===== config.mk =====
export PLATFORM = sky130hd
export DESIGN_NAME = fetch_stage
export DESIGN_NICKNAME = d
export VERILOG_FILES = /design/src/rtl/fetch_stage_pkg.sv /design/src/rtl/fetch_stage_if_id_reg.sv /design/src/rtl/fetch_stage.sv
export SDC_FILE = /design/constraint.sdc
export NUM_CORES = 1
export LEC_CHECK = 0
export BUFFER_PORTS_ARGS = -buffer_cell sky130_fd_sc_hd__buf_4
export CORE_MARGIN = 5
export CORE_UTILIZATION = 25
export CTS_BUF_LIST = sky130_fd_sc_hd__clkbuf_4 sky130_fd_sc_hd__clkbuf_8 sky130_fd_sc_hd__clkbuf_16
export DETAILED_ROUTE_END_ITERATION = 10
export HOLD_SLACK_MARGIN = 0.15
export SETUP_SLACK_MARGIN = 0.05
export SLEW_MARGIN = 20
export SYNTH_ARGS = -nofsm -noshare
export SYNTH_HDL_FRONTEND = slang
export SYNTH_HIERARCHICAL = 1
export SYNTH_SLANG_ARGS = --single-unit

===== constraint.sdc =====
create_clock -name clk -period 2.38 [get_ports clk]
set_input_delay 0.357 -clock clk [delete_from_list [all_inputs] [get_ports clk]]
set_output_delay 0.357 -clock clk [all_outputs]
set_load 0.02 [all_outputs]

===== src/rtl/fetch_stage_pkg.sv =====
// Shared types and constants for the RV32I instruction-fetch stage.
package fetch_stage_pkg;

    typedef enum logic [1:0] {
        FETCH   = 2'd0,
        HOLD    = 2'd1,
        DISCARD = 2'd2
    } fetch_state_t;

    localparam logic [31:0] NOP_INSTR = 32'h0000_0013;

endpackage


===== src/rtl/fetch_stage_if_id_reg.sv =====
// IF/ID pipeline register: holds pc/instr/valid, loads on write enable,
// and inserts a NOP bubble when bubble is asserted.
module if_id_reg
    import fetch_stage_pkg::*;
#(
    parameter int width = 32
) (
    input  logic             clk,
    input  logic             rst,
    input  logic             we,
    input  logic             bubble,
    input  logic [width-1:0] pc_d,
    input  logic [31:0]      instr_d,
    output logic [width-1:0] pc_q,
    output logic [31:0]      instr_q,
    output logic             valid_q
);

    always_ff @(posedge clk or negedge rst) begin
        if (!rst) begin
            pc_q    <= '0;
            instr_q <= NOP_INSTR;
            valid_q <= 1'b0;
        end else if (we) begin
            pc_q <= pc_d;
            if (bubble) begin
                instr_q <= NOP_INSTR;
                valid_q <= 1'b0;
            end else begin
                instr_q <= instr_d;
                valid_q <= 1'b1;
            end
        end
    end

endmodule


===== src/rtl/fetch_stage.sv =====
// IF stage: PC, instruction-memory handshake and IF/ID register.
// Optional FETCH_PERF_EN adds saturating fetch/stall performance counters.
module fetch_stage
    import fetch_stage_pkg::*;
#(
    parameter int               width    = 32,
    parameter logic [width-1:0] RESET_PC = 'h4000_0060
) (
    input  logic             clk,
    input  logic             rst,
    input  logic             HD_PC_write_i,
    input  logic             HD_IF_ID_write_i,
    input  logic             EX_br_en_i,
    input  logic [width-1:0] EX_br_target_i,
    output logic [width-1:0] imem_address_o,
    output logic             imem_read_o,
    input  logic [31:0]      imem_rdata_i,
    input  logic             imem_resp_i,
    output logic [width-1:0] IF_ID_pc_o,
    output logic [31:0]      IF_ID_instr_o,
    output logic             IF_ID_valid_o,
    output logic             IF_stall_o
`ifdef FETCH_PERF_EN
    ,
    output logic [31:0]      perf_fetch_cnt_o,
    output logic [31:0]      perf_stall_cnt_o
`endif
);

    localparam logic [width-1:0] PC_STEP    = width'(4);
    localparam logic [width-1:0] ALIGN_MASK = ~width'(3);

    fetch_state_t     state_q, state_d;
    logic [width-1:0] pc_q, pc_d;
    logic [width-1:0] tgt_q, tgt_d;
    logic [31:0]      hold_q, hold_d;
    logic [width-1:0] target;
    logic             avail;
    logic             accept;
    logic [31:0]      instr_src;

    assign target = EX_br_target_i & ALIGN_MASK;

    always_ff @(posedge clk or negedge rst) begin
        if (!rst) begin
            state_q <= FETCH;
            pc_q    <= RESET_PC;
            tgt_q   <= '0;
            hold_q  <= NOP_INSTR;
        end else begin
            state_q <= state_d;
            pc_q    <= pc_d;
            tgt_q   <= tgt_d;
            hold_q  <= hold_d;
        end
    end

    // A redirect with the request still outstanding must keep the old address
    // until its response is swallowed, hence the DISCARD detour.
    always_comb begin
        state_d = state_q;
        pc_d    = pc_q;
        tgt_d   = tgt_q;
        hold_d  = hold_q;
        case (state_q)
            FETCH: begin
                if (EX_br_en_i) begin
                    if (imem_resp_i) begin
                        pc_d = target;
                    end else begin
                        tgt_d   = target;
                        state_d = DISCARD;
                    end
                end else if (accept) begin
                    pc_d = pc_q + PC_STEP;
                end else if (imem_resp_i) begin
                    hold_d  = imem_rdata_i;
                    state_d = HOLD;
                end
            end
            HOLD: begin
                if (EX_br_en_i) begin
                    pc_d    = target;
                    hold_d  = NOP_INSTR;
                    state_d = FETCH;
                end else if (accept) begin
                    pc_d    = pc_q + PC_STEP;
                    state_d = FETCH;
                end
            end
            DISCARD: begin
                if (imem_resp_i) begin
                    pc_d    = EX_br_en_i ? target : tgt_q;
                    state_d = FETCH;
                end else if (EX_br_en_i) begin
                    tgt_d = target;
                end
            end
            default: state_d = FETCH;
        endcase
    end

    always_comb begin
        imem_address_o = pc_q;
        imem_read_o    = rst & (state_q != HOLD);
        avail          = ((state_q == FETCH) & imem_resp_i) | (state_q == HOLD);
        accept         = avail & HD_IF_ID_write_i & HD_PC_write_i & ~EX_br_en_i;
        instr_src      = (state_q == HOLD) ? hold_q : imem_rdata_i;
        IF_stall_o     = ~avail;
    end

    if_id_reg #(.width(width)) u_if_id_reg (
        .clk     (clk),
        .rst     (rst),
        .we      (HD_IF_ID_write_i | EX_br_en_i),
        .bubble  (~accept),
        .pc_d    (pc_q),
        .instr_d (instr_src),
        .pc_q    (IF_ID_pc_o),
        .instr_q (IF_ID_instr_o),
        .valid_q (IF_ID_valid_o)
    );

`ifdef FETCH_PERF_EN
    always_ff @(posedge clk or negedge rst) begin
        if (!rst) begin
            perf_fetch_cnt_o <= '0;
            perf_stall_cnt_o <= '0;
        end else begin
            if (accept && perf_fetch_cnt_o != '1)
                perf_fetch_cnt_o <= perf_fetch_cnt_o + 32'd1;
            if (IF_stall_o && perf_stall_cnt_o != '1)
                perf_stall_cnt_o <= perf_stall_cnt_o + 32'd1;
        end
    end
`endif

endmodule


==> results list, run 1 <==
* Setup repair after global routing missed its margin: no
* Net Count, Synth: 898
- Minimum setup slack after placement: 227 ps
- On the worst path, the slowest cell contributes a delay of 600 ps.
- Clk slew on worst S/H paths: 70 ps
* Worst EP required: 2020 ps
- The analysis attributes to cell leakage a power of 0.00476 uW.
- Subtracting the final worst setup slack from the clock period gives 2000 ps.
- Setup violations remaining at the end of the flow were counted as 0.
* Synth unique cells: 56
- In this run the remaining antenna-violating nets after routing total 0.
* Post-synthesis instance area: 7900 um^2
- In this run the critical register-to-register path is captured at imem_address_o[26]$_DFFE_PN0P_.
* Tightest slew margin relative to the limit: 37.7%
* Total count of hold-check failures in the final report: 0
- Largest net degree at the start of global routing: 164
* Peak supply drop: 0.473 mV
- Transition time at the pin with the least slew margin: 935 ps
* Cells after synthesis: 827
- In this run the most critical hold path is launched from EX_br_en_i.
- The final route contains 6724 vias.
- Across all register-to-register paths, the minimum setup slack is 400 ps.
- The number of global-route vias before repair was 6810.
* Class of the worst hold path: primary input to flip-flop
* Slew Limit Fails: 0
- Starting utilization of the core area: 25.2%
* Commonest non-fill, non-tap cell in the layout: buf_4
- The number of antenna violations at the first check in global routing was 0.
- The die covers 35300 um^2.
- Clock tree synthesis selected as its root buffer the cell clkbuf_16.
- Dividing total power by cell area gives a power density of 873 nW/um^2.
- Final worst clock skew: 12.4 ps
* CTS sink cnt: 163
- Summed over all failing endpoints, the final setup total negative slack is 0 ps.
- Cells along the critical path: nor2b_4 > nor2b_1 > buf_4
- The post-route netlist has 29.7% of its cells at a drive strength greater than 1.
- Critical path class: flip-flop to output pin
* 1st-pass router iterations: 5
- Sum of net half-perimeters after detailed placement: 15400 um
- First-pass GRT wire length: 38000 um
- Max_cap viols: 0
* CTS tree: done
- Pwr Total: 9250 uW
- After layout, the worst setup slack is 378 ps.
- Post-synthesis area per instance: 9.55 um^2
* Site Rows: 65
- The die is 188 um wide.
- Num CTS Buffers: 17
- Hold timing on the final database bottoms out at a slack of 186 ps.
- Clock Path Buffers: 2
- For this run, the number of Yosys warnings is 6.
- Measured along the y axis, the die boundary spans 188 um.
- Area of the placeable core: 31400 um^2
- The number of antenna diodes in the final layout is 0.
- After layout, the worst path uses 84.1% of the clock period.
- Clk Latency, worst-skew pair: 440 ps
* Commonest cells after routing, fill and taps aside: buf_4, nand2_1, dfrtp_1
- Routed WL: 23400 um
- Worst Hold Path EP: state_q[0]$_DFFE_PN0P_
* Sequential cell area fraction in the yosys report: 51.8%
* Dominant delay contributor by cell family on the critical path: flip-flops
- Top_reg_cell synth: dfrtp_1
* CTS HTree Levels: 4
- The run finished with clean final reports.
- At the end of routability-driven placement, the weighted congestion stood at 0.759.
- Avg WL per Cell: 16.4 um
* Capturing element type of the critical path: output pin
* Signed area change from the synthesized netlist to the final layout: 34.0%
* Maximum clock frequency: 0.499 GHz
- Hold path cells: 2
* # DRC: 0
- FF+latch count, synth: 163
* Number of buffers and inverters on the critical path: 1
* Worst path arrival time: 1650 ps
* Global routing usage summed across all routing layers: 13.4%
* Number of cells on the worst reg-to-reg path: 6
* Ports: 169
* Buffers added on ports: 166
- Reg-to-Reg Start: imem_address_o[5]$_DFFE_PN1P_
- Number of enable flip-flop cells after synthesis: 0
- Startpoint type of the worst setup path: flip-flop
- Slowest cell on the critical path: dfrtp_1
- Share of synthesized registers carrying an async set or reset: 100%
- Dividing the detail-routed via count by the number of cells gives 4.72.
- In this run the worst path has a maximum fanout of 13.
* Post-CTS setup repair buffer count: 0
- Summed over all layers, the global routing overflow is 0.
* Detailed Route Iter0 Violations: 408
* Layout net count: 1082
report_power, final:
group          internal, uW  leakage (uW)  total [uW]  switching (uW)
clock                  1980      0.000322        3200            1220
sequential             3330       0.00201        3830             497
combinational          1020       0.00243        2230            1210
cells in the mapped netlist (all sizes together) (7+ instances only):
cell type	number	area, um^2
nand2	163	612
dfrtp	154	3850
nor3	9	45.0
a311oi	7	61.3
and3	13	81.3
a21oi	38	190
nand3b	29	218
a211oi	11	82.6
clkbuf	38	143
o21ai	95	475
dfstp	9	236
buf	19	144
nand4	8	65.1
a31oi	7	43.8
mux2	62	698
inv	39	146
nor2	43	161
nand3	14	82.6
registers in the layout (all words and copies together) (netlist names):
| register | flops |
|---|---|
| hold_q | 32 |
| imem_address_o | 32 |
| tgt_q | 32 |
| u_if_id_reg/instr_q | 32 |
| u_if_id_reg/pc_q | 32 |
| state_q | 2 |
| u_if_id_reg/valid_q | 1 |
logic make-up after synthesis:
family	Yosys count	share of synthesized area (%)
AND/OR/NAND/NOR	305	18.5
buffers and inverters	96	5.48
AO/OA/AOI/OAI	195	14.7
flip-flops	163	51.8
multiplexers	64	9.09
XOR/XNOR	3	0.333
adder cells (fa/ha/maj)	1	0.158
worst max-delay path by stage:
| stage | startpoint | to | slack (ps) | cells past startpoint |
|---|---|---|---|---|
| floorplan | state_q[0]$_DFFE_PN0P_ | u_if_id_reg/instr_q[29]$_DFFE_PN0P_ | 450 | 9 |
| global placement | state_q[0]$_DFFE_PN0P_ | hold_q[4]$_DFFE_PN1P_ | 310 | 3 |
| detailed placement | state_q[0]$_DFFE_PN0P_ | hold_q[1]$_DFFE_PN1P_ | 230 | 3 |
| CTS | state_q[0]$_DFFE_PN0P_ | hold_q[31]$_DFFE_PN0P_ | 200 | 3 |
| global route | imem_address_o[5]$_DFFE_PN1P_ | imem_address_o[26]$_DFFE_PN0P_ | 220 | 6 |
| finish | state_q[0]$_DFFE_PN0P_ | imem_read_o | 380 | 3 |
worst register-to-register path: stages (launching register included):
cell and delay, ps:
dfstp_2 630, nand4_4 180, nor4_4 340, buf_4 210
nand4_1 130, o31a_1 270, o22ai_1 150
cell type report:
cell class,count,area [um^2]
timing repair buffer,222,1780
sequential,163,4090
tap,402,503
multi-input combinational,568,3400
clock inverter,12,230
inverter,39,146
clock buffer,18,433
fill,3239,20800
timing repair:
action | 4_1_cts | 5_1_grt
hold buffers | 30 | 0
endpoints found under the setup margin | 0 | 12
endpoints found under the hold margin | 70 | 0
resized for setup | 0 | 1
metal layers:
metal	part of all wire, %	track usage [%]
met1	46	17.7
met2	47	21.8
met4	1.2	3.70
met3	5.7	3.46
met5	0	0
per-stage QoR:
| stage | cells | cell area (um^2) | util [%] |
|---|---|---|---|
| final | 1424 | 10600 | 33.7 |
| after global routing | 1424 | 10600 | 33.7 |
| after CTS | 1423 | 10600 | 33.7 |
| after detailed placement | 1363 | 9600 | 30.6 |
| after global placement | 1363 | 9600 | 30.6 |
| after floorplan | 827 | 7900 | - |
Note: power is estimated with default switching activity, not from simulation.
==> run 2: changes to the inputs <==
Settings changed: ABC_AREA from default to 1.
Clock period 2.38 ns to 1.67 ns, I/O delays scaled along.
==> run 2 against run 1 <==
Compared with the run above: clock-buffer cell count is 4 higher; area after synthesis is 6.4% higher; clock skew is 3.4 ps lower; setup slack worse by 360 ps; largest cell class unchanged; largest power group unchanged.
==> results list, run 2 <==
* Result of the run: completed
- Clk Latency, worst-skew pair: 450 ps (about the same)
* Routed WL: 29900 um (+28%)
* Site Rows: 67 (+3.1%)
- The die outline area came to 37400 um^2 (+6.1%).
- The routed via count came to 8454 (+26%).
- The register area is 4100 um^2 (+0.28%).
* Class of the worst hold path: primary input to flip-flop
- Least setup slack across all paths after layout: 13.8 ps (-364 ps)
* Final non-filler cell area: 12200 um^2 (+16%)
- The sum of net half-perimeters after detailed placement came to 18900 um (+23%).
* LEAKAGE: 0.00609 uW (+28%)
- Leading cell types by total area after synthesis: dfrtp_1, nand2_1, nor2_1
* CTS HTree Levels: 4 (unchanged)
- The buffering stage count on the worst path with inverters included came to 4 (+3).
- The number of nets produced by synthesis came to 1220 (+36%).
* Maximum clock frequency: 0.604 GHz
- The number of buffers on the longest clock path is 2 (unchanged).
- Avg WL per Cell: 16.0 um (-2.6%)
- By count the netlist is led by nand2_1, dfrtp_1, nor2_1.
* Detail-routed via count per cell: 4.52 (-4.4%)
- The number of antenna violations at the first check in global routing came to 0 (unchanged).
- Clk slew on worst S/H paths: 70 ps (about the same)
- In the layout the commonest cells are nand2_1, buf_4, dfrtp_1.
- Area of the placeable core: 33400 um^2 (+6.3%)
* Number of cells on the worst reg-to-reg path: 11 (+5)
- GRT Residual Overflow: 0 (unchanged)
- The headroom to the max-slew limit is 58.1% (+20 points).
* Num CTS Buffers: 17 (unchanged)
* Worst min-delay path startpoint: EX_br_target_i[31]
- Post-Place Cell Area: 10600 um^2 (+10%)
* Signed area change from the synthesized netlist to the final layout: 45.5%
- Number of routed nets with antenna violations: 0 (unchanged)
* Peak supply drop: 0.770 mV (+63%)
- The worst setup path is launched from a flip-flop.
- The placed instance count came to 1769 (+30%).
- The slowest stage of the critical path is the dfrtp_1 cell.
* Post-synthesis instance area: 8410 um^2 (+6.4%)
- The number of flops mapped to enable cells by yosys was 0 (unchanged).
* Detailed Route Iter0 Violations: 615 (+51%)
- The actual transition at the worst max-transition pin is 629 ps (-306 ps).
- Starting utilization of the core area: 25.2% (+0.032 points)
- Critical path class: flip-flop to output pin
- Horizontal die dimension: 193 um (+3.0%)
* Pwr per Cell Area: 1150 nW/um^2 (+32%)
* Largest net degree at the start of global routing: 104 (-37%)
- The TritonCTS sink count was 163 (unchanged).
- Sequential cell area fraction in the yosys report: 48.7% (-3.1 points)
- The largest total area in the synthesized netlist belongs to dfrtp_1.
- Worst path arrival time: 1410 ps (-240 ps)
- The synthesis-stage register bit count came to 163 (unchanged).
- Minimum setup slack after placement: -72.2 ps (-299 ps)
- The final estimated routing congestion in global placement was 0.821 (+8.1%).
* Cells along the critical path: buf_6 > inv_4 > nor2_4 > buf_12 > nor2_4 > buf_6
* Hold path cells: 5 (+3)
- Fin cells: 1872 (+31%)
* Dominant delay contributor by cell family on the critical path: buffers and inverters
* Buffers added on ports: 166 (unchanged)
* Area share of the leading cell type in the synthesized netlist: 45.8% (-2.9 points)
- Fin crit share: 99.2%
- The final setup TNS came to 0 ps (unchanged).
* First-pass GRT wire length: 45500 um (+20%)
- Setup repair after global routing missed its margin: yes
* Max_cap viols: 0 (unchanged)
* Reg-to-Reg Start: imem_address_o[6]$_DFFE_PN1P_
- The global routing usage summed across all routing layers is 15.0% (+1.7 points).
* Synth unique cells: 33 (-41%)
- Final worst clock skew: 9.02 ps (-3.41 ps)
- Worst EP required: 1420 ps (-600 ps)
- The die span in y came to 193 um (+3.0%).
- Multi-input gate area in the final layout: 3980 um^2 (+17%)
- For this run, the leading register cell type out of synthesis is dfrtp_1.
- The total I/O pin count was 169 (unchanged).
- The final hold violation count is 0 (unchanged).
* Root Buffer Master: clkbuf_16
* Number of diodes added for antenna fixing: 0 (unchanged)
* FF-to-FF setup slack: 30 ps (-370 ps)
- The final routed DRC violation total came to 0 (unchanged).
* Number of warnings reported in the yosys synthesis log: 6 (unchanged)
- Number of global-route vias before repair: 8069 (+18%)
- Worst Hold Path EP: imem_address_o[31]$_DFFE_PN0P_
- Commonest non-fill, non-tap cell in the layout: nand2_1
- The fraction of layout cells with a size suffix above 1 is 25.8% (-4.0 points).
* CTS tree: done
* Reg-to-Reg End: imem_address_o[21]$_DFFE_PN0P_
- 1st-pass router iterations: 7 (+2)
- The most common cell in the synthesized netlist is nand2_1.
- The synthesized instance count came to 1149 (+39%).
- Layout net count: 1482 (+37%)
* Final critical path time including I/O delays and setup: 1660 ps
* Post-synthesis area per instance: 7.32 um^2 (-23%)
- Slew Limit Fails: 0 (unchanged)
- Capturing element type of the critical path: output pin
* Fillers: 3450 (+6.5%)
- Delay contributed by the slowest stage of the critical path: 400 ps (-200 ps)
- The top fanout value on the critical path was 4 (-9).
- The share of flip-flops with an asynchronous set or reset is 100% (unchanged).
* Finish-stage setup viols: 0 (unchanged)
[run 2: cell types whose count changed after synthesis, sizes merged, moves of 36 or more]
cell / before / now
o21ai: 95 / 53
mux2: 62 / 1
nor2: 43 / 125
a21oi: 38 / 90
nand2: 163 / 496
nand3: 14 / 50
[run 2: cell families (layout without fill, tap and decap cells)]
group / Yosys count / count (layout) / share of synthesized area, %
compound gates: 178 / 178 / 12.1
fa+ha+maj: 1 / 1 / 0.149
buf+inv: 120 / 395 / 6.73
simple gates: 681 / 681 / 31.7
xor+xnor: 5 / 5 / 0.521
flops: 163 / 163 / 48.7
mux: 1 / 1 / 0.134
[run 2: metrics by stage]
step	total power, uW	hold slack (ps)	utilization [%]
floorplan	7460	-45.1	-
global placement	9400	75.0	31.8
detailed placement	9480	73.3	31.8
CTS	14000	158	35.6
global route	14900	191	36.7
finish	14100	181	36.7
[run 2: how the worst max path moves through the flow]
stage	startpoint	end	slack, ps	depth (start not counted)
final	state_q[0]$_DFFE_PN0P_	imem_read_o	10	6
after global placement	imem_address_o[3]$_DFFE_PN0P_	imem_address_o[24]$_DFFE_PN0P_	-30	12
after detailed placement	imem_address_o[6]$_DFFE_PN1P_	imem_address_o[13]$_DFFE_PN0P_	-70	10
after floorplan	imem_address_o[2]$_DFFE_PN0P_	imem_address_o[12]$_DFFE_PN0P_	70	10
after CTS	state_q[0]$_DFFE_PN0P_	imem_read_o	3	6
after global routing	imem_address_o[3]$_DFFE_PN0P_	imem_address_o[22]$_DFFE_PN0P_	-100	11
[run 2: worst min-delay path: stages]
cell and delay [ps]:
buf_4 120, nand2_1 70, nand2_1 50, nand2_1 50, a21oi_1 50
[run 2: cell type report]
type / count / share of cell area [%]
Clock buffer: 22 / 3.94
Tap cell: 448 / 4.58
Clock inverter: 10 / 1.22
Sequential cell: 163 / 33.5
Timing Repair Buffer: 303 / 22.4
Multi-Input combinational cell: 866 / 32.5
Inverter: 60 / 1.87
[run 2: metal layers]
layer | track usage (%) | vias to the layer above | wire, um
li1 | - | 4178 | -
met1 | 19.9 | 3981 | 13300
met2 | 24.7 | 269 | 14400
met3 | 3.91 | 26 | 1830
met4 | 3.80 | 0 | 406
met5 | 0 | - | 0
[run 2: timing repair]
item	4_1_cts	5_1_grt
hold endpoints to repair	222	0
cloned	1	6
hold buffers	49	0
setup endpoints to repair	21	63
pin swaps	8	16
buffers inserted	9	6
resized for setup	19	53
[run 2: power breakdown]
part / total (uW) / switching [uW] / internal, uW
clock: 4290 / 1770 / 2520
combinational: 4480 / 2530 / 1950
sequential: 5310 / 550 / 4760
total: 14100 / 4850 / 9230
